--- src/rtl/cache_manage_unit.sv ---
// cache_manage_unit: miss/refill controller between the CPU memory stage
// and a 2-way set-associative write-back cache array.
// Ports:
//   clk, rst (async, active-low)
//   cpu_*   : request in, stall/ready/load data out
//   cache_* : array addr/load/store/edit/ubhw/din out, registered status in
//   mem_*   : word bus, cs/we/addr/data out, data/ack in
//   hit_count_o / miss_count_o : wrapping statistics
module cache_manage_unit #(
  parameter int ADDR_BITS  = 32,
  parameter int LINE_WORDS = 4
) (
  input  logic                 clk,
  input  logic                 rst,
  input  logic                 cpu_req_i,
  input  logic                 cpu_we_i,
  input  logic [ADDR_BITS-1:0] cpu_addr_i,
  input  logic [31:0]          cpu_din_i,
  input  logic [2:0]           cpu_ubhw_i,
  output logic                 cpu_stall_o,
  output logic                 cpu_ready_o,
  output logic [31:0]          cpu_dout_o,
  output logic [ADDR_BITS-1:0] cache_addr_o,
  output logic                 cache_load_o,
  output logic                 cache_store_o,
  output logic                 cache_edit_o,
  output logic [2:0]           cache_ubhw_o,
  output logic [31:0]          cache_din_o,
  input  logic                 cache_hit_i,
  input  logic                 cache_valid_i,
  input  logic                 cache_dirty_i,
  input  logic [22:0]          cache_tag_i,
  input  logic [31:0]          cache_dout_i,
  output logic                 mem_cs_o,
  output logic                 mem_we_o,
  output logic [ADDR_BITS-1:0] mem_addr_o,
  output logic [31:0]          mem_data_o,
  input  logic [31:0]          mem_data_i,
  input  logic                 mem_ack_i,
  output logic [31:0]          hit_count_o,
  output logic [31:0]          miss_count_o
);

  localparam int BW    = $clog2(LINE_WORDS);
  localparam int OFF   = BW + 2;
  localparam int TAG_W = ADDR_BITS - 9;
  localparam logic [BW-1:0] LAST = BW'(LINE_WORDS - 1);
  localparam logic [2:0] UBHW_WORD = 3'b010;

  typedef enum logic [2:0] {
    IDLE,
    LOOKUP,
    CHECK,
    BACK_RD,
    BACK_WR,
    FILL
  } state_t;

  state_t               state_q;
  state_t               state_d;
  logic [BW-1:0]        beat_q;
  logic                 req_we_q;
  logic [ADDR_BITS-1:0] req_addr_q;
  logic [31:0]          req_din_q;
  logic [2:0]           req_ubhw_q;
  logic [TAG_W-1:0]     vtag_q;
  logic                 replay_q;
  logic                 wd_held_q;
  logic [31:0]          wdata_q;
  logic [31:0]          hit_q;
  logic [31:0]          miss_q;

  logic                 last_beat;
  logic [ADDR_BITS-1:0] line_addr;
  logic [ADDR_BITS-1:0] victim_addr;

  assign last_beat   = (beat_q == LAST);
  assign line_addr   = {req_addr_q[ADDR_BITS-1:OFF], beat_q, 2'b00};
  assign victim_addr = {vtag_q, req_addr_q[8:OFF], beat_q, 2'b00};

  assign cpu_stall_o  = (state_q != IDLE);
  assign hit_count_o  = hit_q;
  assign miss_count_o = miss_q;

  always_comb begin
    state_d       = state_q;
    cpu_ready_o   = 1'b0;
    cpu_dout_o    = '0;
    cache_addr_o  = '0;
    cache_load_o  = 1'b0;
    cache_store_o = 1'b0;
    cache_edit_o  = 1'b0;
    cache_ubhw_o  = '0;
    cache_din_o   = '0;
    mem_cs_o      = 1'b0;
    mem_we_o      = 1'b0;
    mem_addr_o    = '0;
    mem_data_o    = '0;
    unique case (state_q)
      IDLE: begin
        if (cpu_req_i) state_d = LOOKUP;
      end
      LOOKUP: begin
        cache_addr_o = req_addr_q;
        cache_ubhw_o = req_ubhw_q;
        if (req_we_q) begin
          cache_edit_o = 1'b1;
          cache_din_o  = req_din_q;
        end else begin
          cache_load_o = 1'b1;
        end
        state_d = CHECK;
      end
      CHECK: begin
        if (cache_hit_i) begin
          cpu_ready_o = 1'b1;
          if (!req_we_q) cpu_dout_o = cache_dout_i;
          state_d = IDLE;
        end else if (cache_valid_i && cache_dirty_i) begin
          state_d = BACK_RD;
        end else begin
          state_d = FILL;
        end
      end
      BACK_RD: begin
        // plain array read of the victim word, no LRU update
        cache_addr_o = line_addr;
        state_d      = BACK_WR;
      end
      BACK_WR: begin
        mem_cs_o   = 1'b1;
        mem_we_o   = 1'b1;
        mem_addr_o = victim_addr;
        // array data is only valid in the first cycle; hold it after
        mem_data_o = wd_held_q ? wdata_q : cache_dout_i;
        if (mem_ack_i) state_d = last_beat ? FILL : BACK_RD;
      end
      FILL: begin
        mem_cs_o   = 1'b1;
        mem_addr_o = line_addr;
        if (mem_ack_i) begin
          cache_store_o = 1'b1;
          cache_addr_o  = line_addr;
          cache_ubhw_o  = UBHW_WORD;
          cache_din_o   = mem_data_i;
          if (last_beat) state_d = LOOKUP;
        end
      end
      default: state_d = IDLE;
    endcase
  end

  always_ff @(posedge clk or negedge rst) begin
    if (!rst) begin
      state_q    <= IDLE;
      beat_q     <= '0;
      req_we_q   <= 1'b0;
      req_addr_q <= '0;
      req_din_q  <= '0;
      req_ubhw_q <= '0;
      vtag_q     <= '0;
      replay_q   <= 1'b0;
      wd_held_q  <= 1'b0;
      wdata_q    <= '0;
      hit_q      <= '0;
      miss_q     <= '0;
    end else begin
      state_q <= state_d;
      unique case (state_q)
        IDLE: begin
          if (cpu_req_i) begin
            req_we_q   <= cpu_we_i;
            req_addr_q <= cpu_addr_i;
            req_din_q  <= cpu_din_i;
            req_ubhw_q <= cpu_ubhw_i;
            replay_q   <= 1'b0;
          end
        end
        CHECK: begin
          if (cache_hit_i) begin
            if (!replay_q) hit_q <= hit_q + 32'd1;
          end else begin
            miss_q   <= miss_q + 32'd1;
            vtag_q   <= cache_tag_i;
            beat_q   <= '0;
            replay_q <= 1'b1;
          end
        end
        BACK_WR: begin
          if (mem_ack_i) begin
            // wraps to 0 after the last beat, ready for FILL
            beat_q    <= beat_q + BW'(1);
            wd_held_q <= 1'b0;
          end else if (!wd_held_q) begin
            wd_held_q <= 1'b1;
            wdata_q   <= cache_dout_i;
          end
        end
        FILL: begin
          if (mem_ack_i) beat_q <= beat_q + BW'(1);
        end
        default: ;
      endcase
    end
  end

endmodule

--- config.mk ---
export PLATFORM = sky130hd
export DESIGN_NAME = cache_manage_unit
export DESIGN_NICKNAME = d
export VERILOG_FILES = /design/src/rtl/cache_manage_unit.sv
export SDC_FILE = /design/constraint.sdc
export NUM_CORES = 1
export LEC_CHECK = 0
export CORE_UTILIZATION = 30
export DETAILED_ROUTE_END_ITERATION = 7
export HOLD_SLACK_MARGIN = 0.08
export PLACE_DENSITY_LB_ADDON = 0.2
export SKIP_CTS_REPAIR_TIMING = 1
export SLEW_MARGIN = 40
export SYNTH_ARGS = -nofsm -noshare
export SYNTH_HDL_FRONTEND = slang
export SYNTH_SLANG_ARGS = --single-unit
--- constraint.sdc ---
create_clock -name clk -period 4.1 [get_ports clk]
set_input_delay 0.615 -clock clk [delete_from_list [all_inputs] [get_ports clk]]
set_output_delay 0.615 -clock clk [all_outputs]
set_load 0.005 [all_outputs]
* Word-level counts from Yosys, hierarchy flattened
Cells that the tools add are included.
Word-level totals: word-level logic and storage cells 81, input bits 162, output and inout port bits 234, register bits after elaboration 194
Operators by class: reduce and logical (&&, ||, !) cells 13, mux-type cells 38, $add $sub $neg 3, eq/ne operators 12, bitwise gates (word level) 3
Operator list (count):
- $mux W32 | 8
- $pmux W32 S2 | 2
- $pmux W32 S3 | 1
- $add A32 B1 Y32 const B | 2
- $mux W3 | 7
- $pmux W3 S6 | 1
- $mux W1 | 13
- $ne A2 B2 Y1 const B | 5
- $reduce_and A3 Y1 | 3
- $eq A3 B2 Y1 const B | 2
- $eq A3 B3 Y1 const B | 2
- $mux W2 | 3
- $pmux W3 S2 | 1
- $reduce_and A2 Y1 | 3
- $pmux W2 S2 | 1
- $reduce_and A4 Y1 | 1
- $reduce_bool A2 Y1 | 2
- $eq A3 B1 Y1 const B | 1
- $logic_not A3 Y1 | 1
- $not A1 Y1 | 3
- $reduce_bool A3 Y1 | 1
- $add A2 B1 Y2 const B | 1
- $eq A2 B2 Y1 const B | 1
- $ne A2 B1 Y1 const B | 1
- other kinds (3) | 3

* Depth between registers and ports, before layout
depth after elaboration 4, mapped depth 7, depth with buffers taken out 5

* Worst setup path after synthesis
No wires, ideal clock.
kind register to output, start reg state_q[1], end out cache_din_o[11], stages on the path, launching flop included 7, data required time 3.485 ns, arrival time 1.731 ns, path buffers 3, path slack 1.754 ns, path through dfrtp_1 -> buf_2 -> nor3b_1 -> and2_1 -> buf_2 -> clkbuf_1 -> a22o_1
Between the ends: word-level cells in the longest chain between the ends 2, elaborated cells between the ends (all ways) 3, classes of those cells eq/ne: 2; mux: 1
RTL lines:
- start, declared | RTL line 59 | state_t state_q;
- start signal, assigned | RTL line 168 | state_q <= state_d;
- $eq A3 B3 Y1 / $eq A3 B1 Y1 (equally long branches) | RTL line 99 | unique case (state_q)
- $pmux W32 S2 * | RTL line 99
- end, declared | RTL line 28 | output logic [31:0] cache_din_o,
Mark *: on every way between the ends. The rest lies on a longest branch, timed or not.

* Worst setup path after layout
start reg state_q[0], end out cache_din_o[28]
Same word-level chain as after synthesis.

==> metrics <==
worst vdd ir 0.000297 V; share of layout cells above drive strength 1 12.7%; Cell Pwr Density about 540 nW/um^2; post-synthesis mux area share between 10% and 20%; Num CTS Buffers 17; P_leak between 0.006 and 0.007 uW; vias in the first global route 8139; worst-skew pair later-pin latency 0.43 ns; wire per inst 17.8 microns; final wirelength 29800 microns; first-pass GRT wire length 46900 microns; Slew Limit Fails 0; Sequential Power Share 38.2%; Critical Path AT 2.91 ns; First DRT Iteration DRCs 315; largest net degree at the start of global routing 94; initial cell density of the core 30.5%; Adder-Cell Fraction of Synth Area less than 1%; Clock H-tree levels 4; Avg Synthesized Cell Area approximately 11 sq um; Tcrit/Tclk final a little under nine tenths; ys flop type dfrtp_1; count of buffers from port buffering 393; Pint 5460 uW; clk buf depth 2; YS warnings 0; largest family of logic cells by synthesized area simple AND/OR/NAND/NOR gates; CTS clk-pin slew, worst paths 0.07 ns; flops & latches, synth 194; # setup viols final 0; I/O Pins around 400; P_sw between 2000 and 3000 uW; antenna violations before repair 3; Setup CP Type flip-flop to primary output; clock root buffer clkbuf_16; status completed; complex-gate fraction of the synthesized area 4.11%; Worst Skew 0.0160 ns; Die Ht ~180 microns; Yosys cell types 49; antenna cells 0; Die Wd 181 microns; Seq/Total Area, Yosys 50.4%; top post-synthesis cells by area dfrtp_1, mux2_2, mux2i_1; GP Congestion 0.784; area grow syn2layout 52.2%; final hold violation count 0; top-count cell post-synth dfrtp_1; crit path max fanout 37; GRT overflow 0; residual DRC count 0; commonest cells in the synthesized netlist dfrtp_1, mux2_2, nand2_1; Data required, critical path roughly 3.5 ns; core area 31600 sq um; antenna-violating nets left 0; GRT Overall Usage between 10% and 20%; Simple-Gate Fraction of Synth Area 18.5%; Max Freq 284 MHz; CTS tree done; average vias per placed instance roughly 4.7; Netlist Area Pre-Place 9620 sq um; Clock Sinks around 190; final critical-path required period 3.52 ns; Slew headroom 56.0%; post-synth top area share around 50%; Worst setup SP type flip-flop; setup TNS 0 ns; Post-Syn Instances 883; max cap viols 0; Hold Path Class flip-flop to flip-flop; leading area contributor after synthesis dfrtp_1; Comb power frac about two fifths; Die Area 32800 sq um; fillers 2982; WHS 0.468 ns; via count between 7k and 8k; sw frac a little under a third; RSZ-0062 raised after global routing false; Slew @ Worst Pin approximately 0.66 ns; fin nets roughly 1.4k; number of synthesized flops with an enable pin 0; async set-reset flop share out of synthesis 100%; DRT Pass-1 Iters 5; row cnt 65; Detailed Place HPWL 21500 microns; Synth Area in XOR/XNOR between 5 and 6%; CP endpoint kind primary output; clock network power share 21.4%
==> logic make-up after synthesis <==
family | Yosys count
AND/OR/NAND/NOR | 349
flip-flops | 194
multiplexers | 159
buffers and inverters | 65
XOR/XNOR | 62
AO/OA/AOI/OAI | 50
other | 1
adder cells (fa/ha/maj) | 3
==> flip-flops by register name, indices dropped and copies added (netlist names), 3 cells and up <==
name          flops
req_din_q        32
state_q           3
req_ubhw_q        3
vtag_q           23
miss_count_o     32
hit_count_o      32
wdata_q          32
req_addr_q       32
==> final timing paths <==
path                                    to             from  slack (ns)  cells past startpoint
setup / recovery           cache_din_o[28]       state_q[0]        0.58                      7
hold / removal             hit_count_o[31]  hit_count_o[31]        0.47                      1
setup reg to reg                wdata_q[7]       state_q[2]        1.46                      5
hold reg to reg            hit_count_o[31]  hit_count_o[31]        0.47                      1
max in group asynchronous     req_din_q[8]              rst        2.73                      3
min in group asynchronous  miss_count_o[8]              rst        0.63                      2
==> routing by layer <==
metal	GRT usage, %	part of all wire [%]	vias to the layer above	routed length (microns)
li1	-	-	3780	-
met1	23.7	44	3855	13300
met2	29.4	47	243	14000
met3	6.17	7.2	28	2160
met4	4.07	1.2	6	354
met5	0	0.14	-	42
==> critical path: stages, from the launching register on <==
cell,delay [ns]
dfrtp_2,0.35
buf_4,0.47
nor3b_1,0.26
buf_4,0.21
and2_1,0.13
buf_4,0.33
a22o_1,0.21
clkdlybuf4s50_1,0.50
==> cell type report <==
class	instances	area (sq um)	area share, %
repair buffers	412	4130	28.2
multi-input cells	625	4510	30.8
flip-flops and latches	194	4860	33.2
well taps	402	503	3.43
clock inverters	10	125	0.854
inverters	14	52.6	0.359
clock buffers	20	467	3.19
==> placed cells by master (no fill, tap or decap), types with 14 or more instances in the layout <==
cell type	synthesis	layout
dfrtp_1	194	192
buf_4	3	15
xnor2_1	29	29
and2_1	79	79
xor2_1	33	33
nor3_1	15	15
clkdlybuf4s50_1	0	392
a22o_1	33	33
nand2_1	100	100
clkbuf_16	0	17
mux2_2	101	101
inv_1	14	14
mux2i_1	57	57
nand3_1	21	21
nor2_1	71	70
==> power groups by stage <==
stage               Sequential (uW)  Combinational [uW]  Clock (uW)
floorplan                      2890                1830           0
global placement               3070                3230           0
detailed placement             3080                3260           0
CTS                            3050                3280        1770
global route                   3140                3520        1840
finish                         3040                3220        1710
==> metrics by stage <==
step	cells	utilization, %	area [sq um]	total power [uW]	setup slack [ns]
finish	1677	46.4	14600	7970	0.576
global placement	1645	44.4	14000	6300	0.737
global route	1677	46.4	14600	8500	0.415
CTS	1675	46.3	14600	8090	0.514
detailed placement	1645	44.4	14000	6340	0.656
floorplan	884	-	9630	4710	1.75
(Power assumes the default switching activity.)
==> variant (config.mk and constraints unchanged) <==
Set the parameter `LINE_WORDS` to 8 (it was 4).
--- a/src/rtl/cache_manage_unit.sv
+++ b/src/rtl/cache_manage_unit.sv
@@ -9,5 +9,5 @@
 module cache_manage_unit #(
   parameter int ADDR_BITS  = 32,
-  parameter int LINE_WORDS = 4
+  parameter int LINE_WORDS = 8
 ) (
   input  logic                 clk,
Function: changed (Yosys sat finds a counterexample within 4 cycles, from zero or initial values and one cycle with rst low).
==> variant against the original RTL <==
- wire length decreased by 2.0%
- power increased by 0.66%
- worst setup slack improved by 0.0035 ns
- sequential cell count increased by 1
- design area about the same
- synthesized area increased by 0.39%
- worst hold slack got worse by 0.33 ns
- via count decreased by 2.1%
- critical path type unchanged
- critical endpoint is now cache_din_o[24]
==> variant: results (changes against the original RTL) <==
Area Growth Syn to Fin 51.7% (was 52.2%); Layout clock buffers 19 (was 20); final hold slack 0.138 ns (was 0.468 ns); nonclk buf count 408 (was 412); Die Wd 181 um (about the same); DP Area 14100 sq um (was 14000 sq um); metal3 WL 2.06 mm (was 2.16 mm); drt total wl 29.2 mm (was 29.8 mm); Placement Setup Slack 0.826 ns (was 0.656 ns); drt wl/cell 17.9 um (was 17.8 um); sw power 2.51 mW (was 2.50 mW); average size of a mapped cell 11.4 sq um (was 10.9 sq um); M3 GR Usage 6.08% (was 6.17%); Signal inverters 14 (unchanged); status complete, no violations (unchanged); Synth top cells by count dfrtp_1 (195), mux2_2 (123), and2_1 (76) (was dfrtp_1 (194), mux2_2 (101), nand2_1 (100)); Total GRT Usage 17.8% (was 18.3%); crit path from state_q[2] (was state_q[0]); #FFs+latches synth 195 (was 194); Critical Path Fanout Max 34 (was 37); final setup skew 0.0105 ns (was 0.0160 ns); fin crit share 85.9% (was 86.0%); met1 wire length 13.1 mm (was 13.3 mm); first-pass iteration count of the detailed router 4 (was 5); antenna violations before repair 4 (was 3); met2 Use GR 28.4% (was 29.4%); reg2reg end wdata_q[4] (was wdata_q[7]); multi-input combinational area share 30.9% (was 30.8%); # fillers 2965 (was 2982); Seq/Total Area, Yosys 50.5% (was 50.4%); Final clock-cell share 4.00% (was 4.04%); first-pass GRT wire length 45.7 mm (was 46.9 mm); estimated wirelength of the detail-placed design 20.9 mm (was 21.5 mm); FF-to-FF path depth 7 (was 5); class of the worst hold path in -> async (was reg -> reg); nets@finish 1389 (was 1429); FF/Latch Area 4880 sq um (was 4860 sq um); M1 GR Usage 23.2% (was 23.7%); antenna fix cells 1 (was 0); Worst-Margin Slew 0.606 ns (was 0.658 ns); GPL Wtd Cong 0.741 (was 0.784); metal2 WL 13.8 mm (was 14.0 mm); Worst VDD drop 0.270 mV (was 0.297 mV); multi-input logic cell count 587 (was 625); vias in the first global route 7949 (was 8139); dpl cells 1606 (was 1645); number of DRC markers after the initial detailed-route iteration 289 (was 315); RR Startpoint state_q[0] (was state_q[2]); DR vias/cell 4.73 (was 4.72)
[variant: cell types whose count changed after synthesis, sizes merged, moves of 4 or more]
| cell | unedited run | this run |
|---|---|---|
| nand2 | 100 | 30 |
| mux2 | 102 | 125 |
| clkbuf | 25 | 32 |
| nor3 | 17 | 24 |
| a21oi | 3 | 9 |
| buf | 26 | 20 |
| nand2b | 1 | 7 |
| and3 | 9 | 14 |
| nor4 | 13 | 9 |
| xnor2 | 29 | 25 |
| xor2 | 33 | 37 |
[variant: logic make-up after synthesis]
family | synth area share, %
adder cells (fa/ha/maj) | 0.518
AND/OR/NAND/NOR | 15.9
buffers and inverters | 2.76
XOR/XNOR | 5.62
multiplexers | 20.3
other | 0.0388
AO/OA/AOI/OAI | 4.42
flip-flops | 50.5
[variant: worst max-delay path, stage by stage, from the launching register on]
cell and delay (ns):
dfrtp_1 0.70, nand2b_1 0.14, inv_1 0.33, and3_1 0.21, buf_4 0.35, a22o_1 0.23
clkdlybuf4s50_1 0.50
